File: config.mk
export PLATFORM = sky130hd
export DESIGN_NAME = guess_entry
export DESIGN_NICKNAME = d
export VERILOG_FILES = /design/src/rtl/hangman_pkg.sv /design/src/rtl/key_debounce.sv /design/src/rtl/guess_entry.sv
export SDC_FILE = /design/constraint.sdc
export NUM_CORES = 1
export LEC_CHECK = 0
export CAP_MARGIN = 20
export CORE_MARGIN = 1.5
export CORE_UTILIZATION = 49
export CTS_CLUSTER_DIAMETER = 200
export DETAILED_ROUTE_END_ITERATION = 7
export GPL_ROUTABILITY_DRIVEN = 0
export PLACE_DENSITY_LB_ADDON = 0.05
export SETUP_SLACK_MARGIN = 0.2
export SLEW_MARGIN = 10
export SYNTH_ARGS = -nofsm -noshare
export SYNTH_HDL_FRONTEND = slang
export SYNTH_HIERARCHICAL = 1
export SYNTH_SLANG_ARGS = --single-unit
File: constraint.sdc
create_clock -name CLK -period 1.9 [get_ports CLK]
set_clock_uncertainty 0.05 [all_clocks]
set_input_delay 0.57 -clock CLK [delete_from_list [all_inputs] [get_ports CLK]]
set_output_delay 0.57 -clock CLK [all_outputs]
set_load 0.005 [all_outputs]
File: src/rtl/hangman_pkg.sv
// Shared constants for the hangman game: digit width, switch count, FSM encodings.
package hangman_pkg;

  localparam int unsigned DIGIT_W     = 4;
  localparam int unsigned N_SW        = 16;
  localparam int unsigned GUESS_CNT_W = 4;
  localparam int unsigned STATE_W     = 2;

  localparam logic [GUESS_CNT_W-1:0] GUESS_CNT_MAX = '1;

  // Guess-entry FSM encodings
  localparam logic [STATE_W-1:0] ST_IDLE    = 2'd0;
  localparam logic [STATE_W-1:0] ST_VALID   = 2'd1;
  localparam logic [STATE_W-1:0] ST_RELEASE = 2'd2;

endpackage

File: src/rtl/key_debounce.sv
// Synchronizes a raw key and only follows it after DB_CYCLES stable samples.
module key_debounce #(
  parameter int unsigned DB_CYCLES = 50000
) (
  input  logic clk,
  input  logic rst_n,
  input  logic raw,
  output logic level
);

  localparam int unsigned CNT_W = (DB_CYCLES > 1) ? $clog2(DB_CYCLES) : 1;
  localparam logic [CNT_W-1:0] CNT_LAST = CNT_W'(DB_CYCLES - 1);

  logic [1:0]       sync;
  logic [CNT_W-1:0] cnt;

  // Two-flop synchronizer; sync[1] is the usable sample
  always_ff @(posedge clk or negedge rst_n) begin
    if (!rst_n) begin
      sync <= '0;
    end else begin
      sync <= {sync[0], raw};
    end
  end

  // Count consecutive samples disagreeing with the stable level; any agreement restarts
  always_ff @(posedge clk or negedge rst_n) begin
    if (!rst_n) begin
      cnt   <= '0;
      level <= 1'b0;
    end else if (sync[1] == level) begin
      cnt <= '0;
    end else if (cnt == CNT_LAST) begin
      cnt   <= '0;
      level <= sync[1];
    end else begin
      cnt <= cnt + CNT_W'(1);
    end
  end

endmodule

File: src/rtl/guess_entry.sv
// Turns a switch bank plus a bouncing submit key into one held guess per key press.
module guess_entry
  import hangman_pkg::*;
#(
  parameter int unsigned DB_CYCLES = 50000,
  parameter int unsigned NSW       = N_SW
) (
  input  logic                   CLK,
  input  logic                   CLR,
  input  logic [NSW-1:0]         SW,
  input  logic                   start,
  input  logic                   ack,
  output logic [DIGIT_W-1:0]     press,
  output logic                   press_valid,
  output logic                   press_multi,
  output logic                   press_err,
  output logic [GUESS_CNT_W-1:0] guess_cnt
);

  logic [NSW-1:0]     sw_meta;
  logic [NSW-1:0]     sw_sync;
  logic               start_db;
  logic               start_prev;
  logic               submit_c;
  logic [STATE_W-1:0] state;
  logic [STATE_W-1:0] next_state;
  logic               capture_c;
  logic               err_c;
  logic               xfer_c;
  logic [DIGIT_W-1:0] enc_idx_c;
  logic               enc_multi_c;
  logic               sw_any_c;

  key_debounce #(
    .DB_CYCLES(DB_CYCLES)
  ) u_start_db (
    .clk  (CLK),
    .rst_n(CLR),
    .raw  (start),
    .level(start_db)
  );

  // Two-flop synchronizer for the switch bank
  always_ff @(posedge CLK or negedge CLR) begin
    if (!CLR) begin
      sw_meta <= '0;
      sw_sync <= '0;
    end else begin
      sw_meta <= SW;
      sw_sync <= sw_meta;
    end
  end

  // Delayed debounced key for single-cycle rising-edge detection
  always_ff @(posedge CLK or negedge CLR) begin
    if (!CLR) begin
      start_prev <= 1'b0;
    end else begin
      start_prev <= start_db;
    end
  end

  assign submit_c = start_db & ~start_prev;

  // Priority encoder: the lowest set switch index wins
  always_comb begin
    enc_idx_c = '0;
    for (int i = int'(NSW) - 1; i >= 0; i--) begin
      if (sw_sync[i]) enc_idx_c = DIGIT_W'(i);
    end
  end

  assign sw_any_c    = |sw_sync;
  assign enc_multi_c = |(sw_sync & (sw_sync - NSW'(1)));

  // FSM state register
  always_ff @(posedge CLK or negedge CLR) begin
    if (!CLR) begin
      state <= ST_IDLE;
    end else begin
      state <= next_state;
    end
  end

  // FSM next-state and strobe decode
  always_comb begin
    next_state = state;
    capture_c  = 1'b0;
    err_c      = 1'b0;
    xfer_c     = 1'b0;
    case (state)
      ST_IDLE: begin
        if (submit_c) begin
          if (sw_any_c) begin
            capture_c  = 1'b1;
            next_state = ST_VALID;
          end else begin
            err_c      = 1'b1;
            next_state = ST_RELEASE;
          end
        end
      end
      ST_VALID: begin
        if (ack) begin
          xfer_c     = 1'b1;
          next_state = ST_RELEASE;
        end
      end
      ST_RELEASE: begin
        if (!start_db) next_state = ST_IDLE;
      end
      default: next_state = ST_IDLE;
    endcase
  end

  // Registered guess outputs; press is only written on capture so it survives the transfer
  always_ff @(posedge CLK or negedge CLR) begin
    if (!CLR) begin
      press       <= '0;
      press_multi <= 1'b0;
      press_valid <= 1'b0;
      press_err   <= 1'b0;
      guess_cnt   <= '0;
    end else begin
      press_valid <= (next_state == ST_VALID);
      press_err   <= err_c;
      if (capture_c) begin
        press       <= enc_idx_c;
        press_multi <= enc_multi_c;
      end
      if (xfer_c && (guess_cnt != GUESS_CNT_MAX)) begin
        guess_cnt <= guess_cnt + GUESS_CNT_W'(1);
      end
    end
  end

endmodule

==> impl_metrics.csv, run 1 <==
group,metric,value,unit
timing,worst_hold_slack,55.5,ps
power,clkPwrFrac,0.400,
global_routing,grt_antenna_before_repair,0,
outcome,status,"finished, final reports clean",
global_routing,grt-busiest-layer,"met2",
clock_tree,cts_root_buf,"clkbuf_8",
layout,area_growth,36.3,%
clock_tree,clock_sinks,65,
drt,drtIter0Drc,104,
logic_synthesis,syn_inst,216,
worst_setup_path,start_kind,"flop",
drt,drc,0,
clock_tree,clk_latency,340,ps
logic_synthesis,yosys_warnings,6,
clock_tree,cts.path.max_buffers,2,
placed_design,postPlaceCellArea,3080,sq um
layout,antenna_cells,0,
global_routing,grt_max_degree,56,
logic_synthesis,synth_edf_count,0,
placed_design,portBuffers,30,
global_routing,grt_pass1_wl,8100,um
logic_synthesis,synth_cell_types,49,
clock_tree,cts_tree,"yes",
layout,nNetsFinal,307,
drt,first_pass_iters,4,
drt,postRouteWirelength,5020,um
timing,fin_crit,1870,ps
run,max_cap_viol_count,0,
worst_setup_path,reg2reg_depth,3,
timing,final_hold_viol_count,0,
die,num_io_pins,31,
timing,tightest_slew,854,ps
placed_design,dp_cells,327,
worst_setup_path,cp-end-kind,"flop",
layout,drive_gt1_frac,0.279,
placed_design,hpwl,3210,um
worst_hold_path,hold_path.class,"in2async",
logic_synthesis,synthArstFlopShare,1.00,
logic_synthesis,avgSynthCellArea,12.1,sq um
drt,wl_per_cell,14.0,um
worst_setup_path,crit_type,"reg2reg",
global_routing,met3_usage,0.0699,
timing,setup_violations,0,
timing,max_slew_margin,0.429,
layout,regArea,1630,sq um
logic_synthesis,synth_area,2610,sq um
worst_setup_path,worstPathRequired,2070,ps
power,cellInternalPower,2.13,mW
drt,vias,1897,
power,sw_frac_of_total,0.220,
logic_synthesis,syn_nets,238,
power,vdd_ir_drop_max,0.535,mV
logic_synthesis,ys.flop_type,"dfrtp_1",
worst_setup_path,timing.rr.end,"u_start_db/level",
logic_synthesis,ys_seq_area_frac,0.624,
global_routing,use_met2,0.310,
drt,avgViaCountPerCell,5.27,
die,dieArea,5770,sq um
global_routing,grt_pass1_vias,1781,
worst_setup_path,path_max_fanout,4,
power,power.static_leakage,1.54,nW
layout,multi_input_area,1100,sq um
power,pwr-share-comb,0.060,
layout,fin_area,3550,sq um
die,coreArea,5110,sq um
layout,utilization,0.696,
layout,mostFrequentLayoutCell,"dfrtp_1",
timing,rsz0062_at_grt,"true",
die,start_util,0.511,
timing,fmax,0.536,GHz
layout,fill_cells,394,
clock_tree,hold_buffers,0,
global_routing,use_met1,0.210,
layout,instances_no_fill,360,
global_routing,grt_use_total,0.183,
worst_setup_path,cp.arrival,2040,ps
power,switching_power,600,uW
die,rows,26,
die,die-height,76.0,um
clock_tree,cts_buffers,9,
drt,final_antenna_net_count,0,
power,power_density,767,nW/um^2
timing,fin_crit_sh,0.982,
logic_synthesis,ys_ff_latch,65,
layout,final_cell_mix,"59 x dfrtp_1, 25 x buf_4, 21 x nor2_1",
timing,drv_slew,0,
clock_tree,htreeDepth,3,
worst_setup_path,r2r-start,"u_start_db/cnt[10]",
clock_tree,path_clk_slew,70,ps
worst_setup_path,reg2reg_slack,30,ps
global_routing,gr-total-overflow,0,
die,die_width,76.0,um
power,power.sequential.fraction,0.540,
[critical path, cell delays in order, from the launching register on]
cell	delay [ps]
dfrtp_1	380
or4b_1	530
or4_4	480
mux2_4	310
[cells in the mapped netlist (2+ instances only)]
master,count,area share
a211oi_1,2,0.0058
o21ai_1,2,0.0038
nor2_1,31,0.045
nor4_4,2,0.016
nand3_1,5,0.0096
xnor2_1,12,0.040
xor2_1,6,0.020
dfrtp_1,65,0.62
o21ai_0,8,0.015
nand2b_1,3,0.0072
nand2_1,10,0.014
a21oi_1,10,0.019
nor4_1,5,0.012
inv_1,6,0.0086
nand4_1,6,0.014
ha_1,2,0.0096
nor3_1,9,0.017
[state kept, by name, indices dropped and copies added, names as in the netlist, 2 cells and up]
signal / count
u_start_db/cnt: 16
state: 2
press: 4
u_start_db/sync: 2
guess_cnt: 4
sw_meta: 16
sw_sync: 16
[layer usage]
metal	vias to the layer above	wire length, um
li1	908	-
met1	948	2150
met2	34	2610
met3	7	199
met4	0	61
met5	-	0
[timing repair]
| item | 4_1_cts | 5_1_grt |
|---|---|---|
| endpoints found under the setup margin | 29 | 25 |
| hold endpoints to repair | 0 | 0 |
| cloned | 1 | 0 |
| pin swaps | 7 | 7 |
| buffers inserted | 8 | 8 |
| gates resized for setup | 29 | 22 |
[per-stage QoR]
step | power [mW] | setup slack, ps | TNS (ps)
after floorplan | 1.53 | 67.7 | 0
after global placement | 1.63 | -2.91 | -2.91
after detailed placement | 1.63 | -29.3 | -48.6
after CTS | 2.75 | 59.1 | 0
after global routing | 2.84 | -16.0 | -93.4
final | 2.73 | 33.3 | 0
[final cells by class]
type / instances / share of cell area
multi-input cells: 144 / 0.309
clock buffers: 14 / 0.0514
repair buffers: 58 / 0.145
flip-flops and latches: 65 / 0.460
clock inverters: 2 / 0.00282
inverters: 7 / 0.00739
well taps: 70 / 0.0246
[kinds of logic after synthesis]
logic type                 after synthesis  synth area share
AOI/OAI and AO/OA                       35            0.0873
xor gates and xnor gates                18            0.0605
adders and majority gates                3            0.0134
buffers and inverters                    8            0.0144
DFF                                     65             0.624
muxes                                    2            0.0101
and+or+nand+nor                         85             0.191
[power by group through the flow]
stage,sequential [mW],combinational [mW],clock [mW]
2_1_floorplan,1.49,0.0482,0
3_3_place_gp,1.49,0.132,0
3_5_place_dp,1.50,0.133,0
4_1_cts,1.47,0.149,1.13
5_1_grt,1.48,0.182,1.18
6_report,1.47,0.164,1.09
[worst max path at each step]
stage | end | startpoint
CTS | guess_cnt[2] | guess_cnt[2]
global placement | guess_cnt[2] | ack
floorplan | u_start_db/level | u_start_db/cnt[4]
detailed placement | guess_cnt[2] | ack
global route | u_start_db/cnt[7] | u_start_db/cnt[10]
finish | u_start_db/level | u_start_db/cnt[10]
Power figures use the tool's default switching activity.
==> inputs of run 2 (changes only) <==
--- a/config.mk
+++ b/config.mk
@@ -16,5 +16,4 @@
 export SLEW_MARGIN = 10
 export SYNTH_ARGS = -nofsm -noshare
 export SYNTH_HDL_FRONTEND = slang
-export SYNTH_HIERARCHICAL = 1
 export SYNTH_SLANG_ARGS = --single-unit
==> run 2 against run 1 <==
Effect of this change:
- power grew 0.36%
- highest routed layer unchanged
- utilization down 0.92 points
- cell count fell by 5.8%
==> impl_metrics.csv, run 2 <==
group,metric,value,unit
worst_setup_path,cp.arrival,1950,ps
logic_synthesis,synth_area,2510,sq um
timing,max_slew_margin,0.756,
logic_synthesis,ys_ff_latch,65,
power,power.static_leakage,1.52,nW
die,die_width,74.6,um
layout,final_cell_mix,"59 x dfrtp_1, 25 x nor2_1, 20 x buf_4",
global_routing,grt_pass1_vias,1727,
drt,wl_per_cell,13.9,um
logic_synthesis,syn_inst,207,
drt,vias,1806,
layout,drive_gt1_frac,0.210,
global_routing,gr-total-overflow,0,
worst_setup_path,worstPathRequired,2070,ps
clock_tree,cts_root_buf,"clkbuf_8",
timing,tightest_slew,357,ps
timing,drv_slew,0,
logic_synthesis,synth_cell_types,37,
timing,rsz0062_at_grt,"true",
worst_setup_path,path_buf_inv,0,
placed_design,portBuffers,30,
layout,top_regs,"sw_meta x16, sw_sync x16, u_start_db.cnt x16",
worst_setup_path,path_max_fanout,6,
placed_design,pre_cts_ws,121,ps
drt,drtIter0Drc,107,
drt,final_antenna_net_count,0,
worst_setup_path,crit_type,"reg2reg",
die,coreArea,4820,sq um
worst_setup_path,cp-end-kind,"flop",
placed_design,hpwl,2980,um
logic_synthesis,syn_nets,229,
die,die-height,74.6,um
worst_setup_path,cpLargestDelayFamily,"simple AND/OR/NAND/NOR gates",
logic_synthesis,netlist_top_cells_area,"dfrtp_1 65%, nor2_1 3.7%, xor2_1 3.5%, xnor2_1 2.8%, nand2_1 2.1%",
clock_tree,path_clk_slew,70,ps
clock_tree,clk_latency,340,ps
timing,final_hold_viol_count,0,
timing,setup_violations,0,
worst_setup_path,max_stage_delay,460,ps
logic_synthesis,synthArstFlopShare,1.00,
worst_hold_path,hold_path.class,"in2async",
clock_tree,cts_buffers,9,
run,max_cap_viol_count,0,
clock_tree,clock_sinks,65,
worst_setup_path,slowest_stage,"dfrtp_2",
drt,first_pass_iters,4,
clock_tree,cts.path.max_buffers,2,
drt,drc,0,
logic_synthesis,avgSynthCellArea,12.1,sq um
power,power_density,827,nW/um^2
logic_synthesis,synth_edf_count,0,
logic_synthesis,synth.top_cell.area_share,0.648,
timing,fin_ws,122,ps
layout,area_growth,31.7,%
die,dieArea,5560,sq um
power,vdd_ir_drop_max,0.506,mV
die,start_util,0.521,
drt,avgViaCountPerCell,5.33,
logic_synthesis,synth_top_area_cell,"dfrtp_1",
layout,antenna_cells,0,
die,rows,25,
logic_synthesis,synth.most_common_cell,"dfrtp_1",
timing,fmax,0.563,GHz
die,num_io_pins,31,
logic_synthesis,yosys_warnings,0,
global_routing,grt_antenna_before_repair,0,
layout,nNetsFinal,290,
timing,fin_crit_sh,0.936,
logic_synthesis,ys.flop_type,"dfrtp_1",
global_routing,grt_pass1_wl,7660,um
clock_tree,cts_tree,"yes",
global_routing,grt_max_degree,66,
outcome,status,"finished, final reports clean",
global_routing,grt_use_total,0.192,
worst_setup_path,worstPathCellList,"nor4_4 > nand2_2 > o32a_1 > nor4b_4 > o21ai_1",
timing,setup_tns,0,ps
drt,postRouteWirelength,4730,um
clock_tree,htreeDepth,3,
logic_synthesis,synthTopCellsByCount,"65 x dfrtp_1, 25 x nor2_1, 14 x nand2_1",
logic_synthesis,ys_seq_area_frac,0.648,
layout,mostFrequentLayoutCell,"dfrtp_1",
timing,fin_crit,1780,ps
layout,fill_cells,359,
worst_setup_path,start_kind,"flop",
run 2: cell count changes in the layout (fill, tap and decap cells not counted), moves of 3 or more:
cell | before | now
nand2_1 | 9 | 14
nor2_4 | 7 | 0
buf_4 | 25 | 20
nor2_1 | 21 | 25
and3_1 | 0 | 6
clkbuf_8 | 13 | 9
nor4_1 | 4 | 1
nor2_2 | 3 | 0
xnor2_1 | 12 | 8
nor2b_1 | 0 | 3
nor3_1 | 9 | 5
xor2_1 | 6 | 10
run 2: through the flow:
step	hold slack (ps)	std cells	power (mW)	cell area, sq um	utilization
after global placement	283	308	1.61	2950	0.612
after detailed placement	285	308	1.61	2950	0.612
after global routing	187	339	2.84	3310	0.686
final	177	339	2.74	3310	0.686
after CTS	192	336	2.75	3240	0.672
after floorplan	224	207	1.52	2520	-
run 2: layout make-up:
cell class | count | area, sq um | share of cell area
flip-flops and latches | 65 | 1630 | 0.494
multi-input cells | 136 | 915 | 0.277
repair buffers | 52 | 467 | 0.141
clock buffers | 9 | 124 | 0.0375
well taps | 67 | 83.8 | 0.0253
clock inverters | 6 | 68.8 | 0.0208
inverters | 4 | 15.0 | 0.00454
run 2: timing repair:
| action | 4_1_cts | 5_1_grt |
|---|---|---|
| resized for setup | 14 | 12 |
| hold buffers | 0 | 0 |
| endpoints found under the hold margin | 0 | 0 |
| pin swaps | 3 | 3 |
| buffers inserted | 13 | 3 |
| setup endpoints to repair | 13 | 19 |
run 2: worst paths after layout:
check                                  from  depth (start not counted)  slack, ps           to
worst max-delay path             sw_sync[7]                          5        120  press_multi
worst min-delay path                    CLR                          2        180     press[1]
worst max register to register   sw_sync[7]                          5        120  press_multi
worst min register to register  sw_meta[14]                          0        300  sw_sync[14]
max in group asynchronous               CLR                          2       1330  sw_sync[11]
min in group CLK                sw_meta[14]                          0        300  sw_sync[14]
run 2: per-layer routing:
| metal | up-vias | part of all wire | GRT usage |
|---|---|---|---|
| li1 | 849 | - | - |
| met1 | 883 | 0.44 | 0.244 |
| met2 | 63 | 0.47 | 0.291 |
| met4 | 0 | 0.018 | 0.0889 |
| met5 | - | 0 | 0 |
| met3 | 11 | 0.065 | 0.0759 |
run 2: worst reg2reg max path: cells and delay by family, from the launching register on:
kind | cells | cell delay (ps)
DFF | 1 | 460
and+or+nand+nor | 3 | 730
AOI/OAI and AO/OA | 2 | 430
run 2: report_power, final:
group          switching, mW  internal (mW)
Sequential            0.0427           1.43
Clock                  0.525          0.604
Combinational         0.0648         0.0732
run 2: cell families after synthesis:
logic type	count (synthesis)	share of synthesized area
flops	65	0.648
compound gates	30	0.0747
xor+xnor	18	0.0628
simple gates	83	0.183
buf+inv	6	0.00897
fa+ha+maj	4	0.0179
mux	1	0.00448
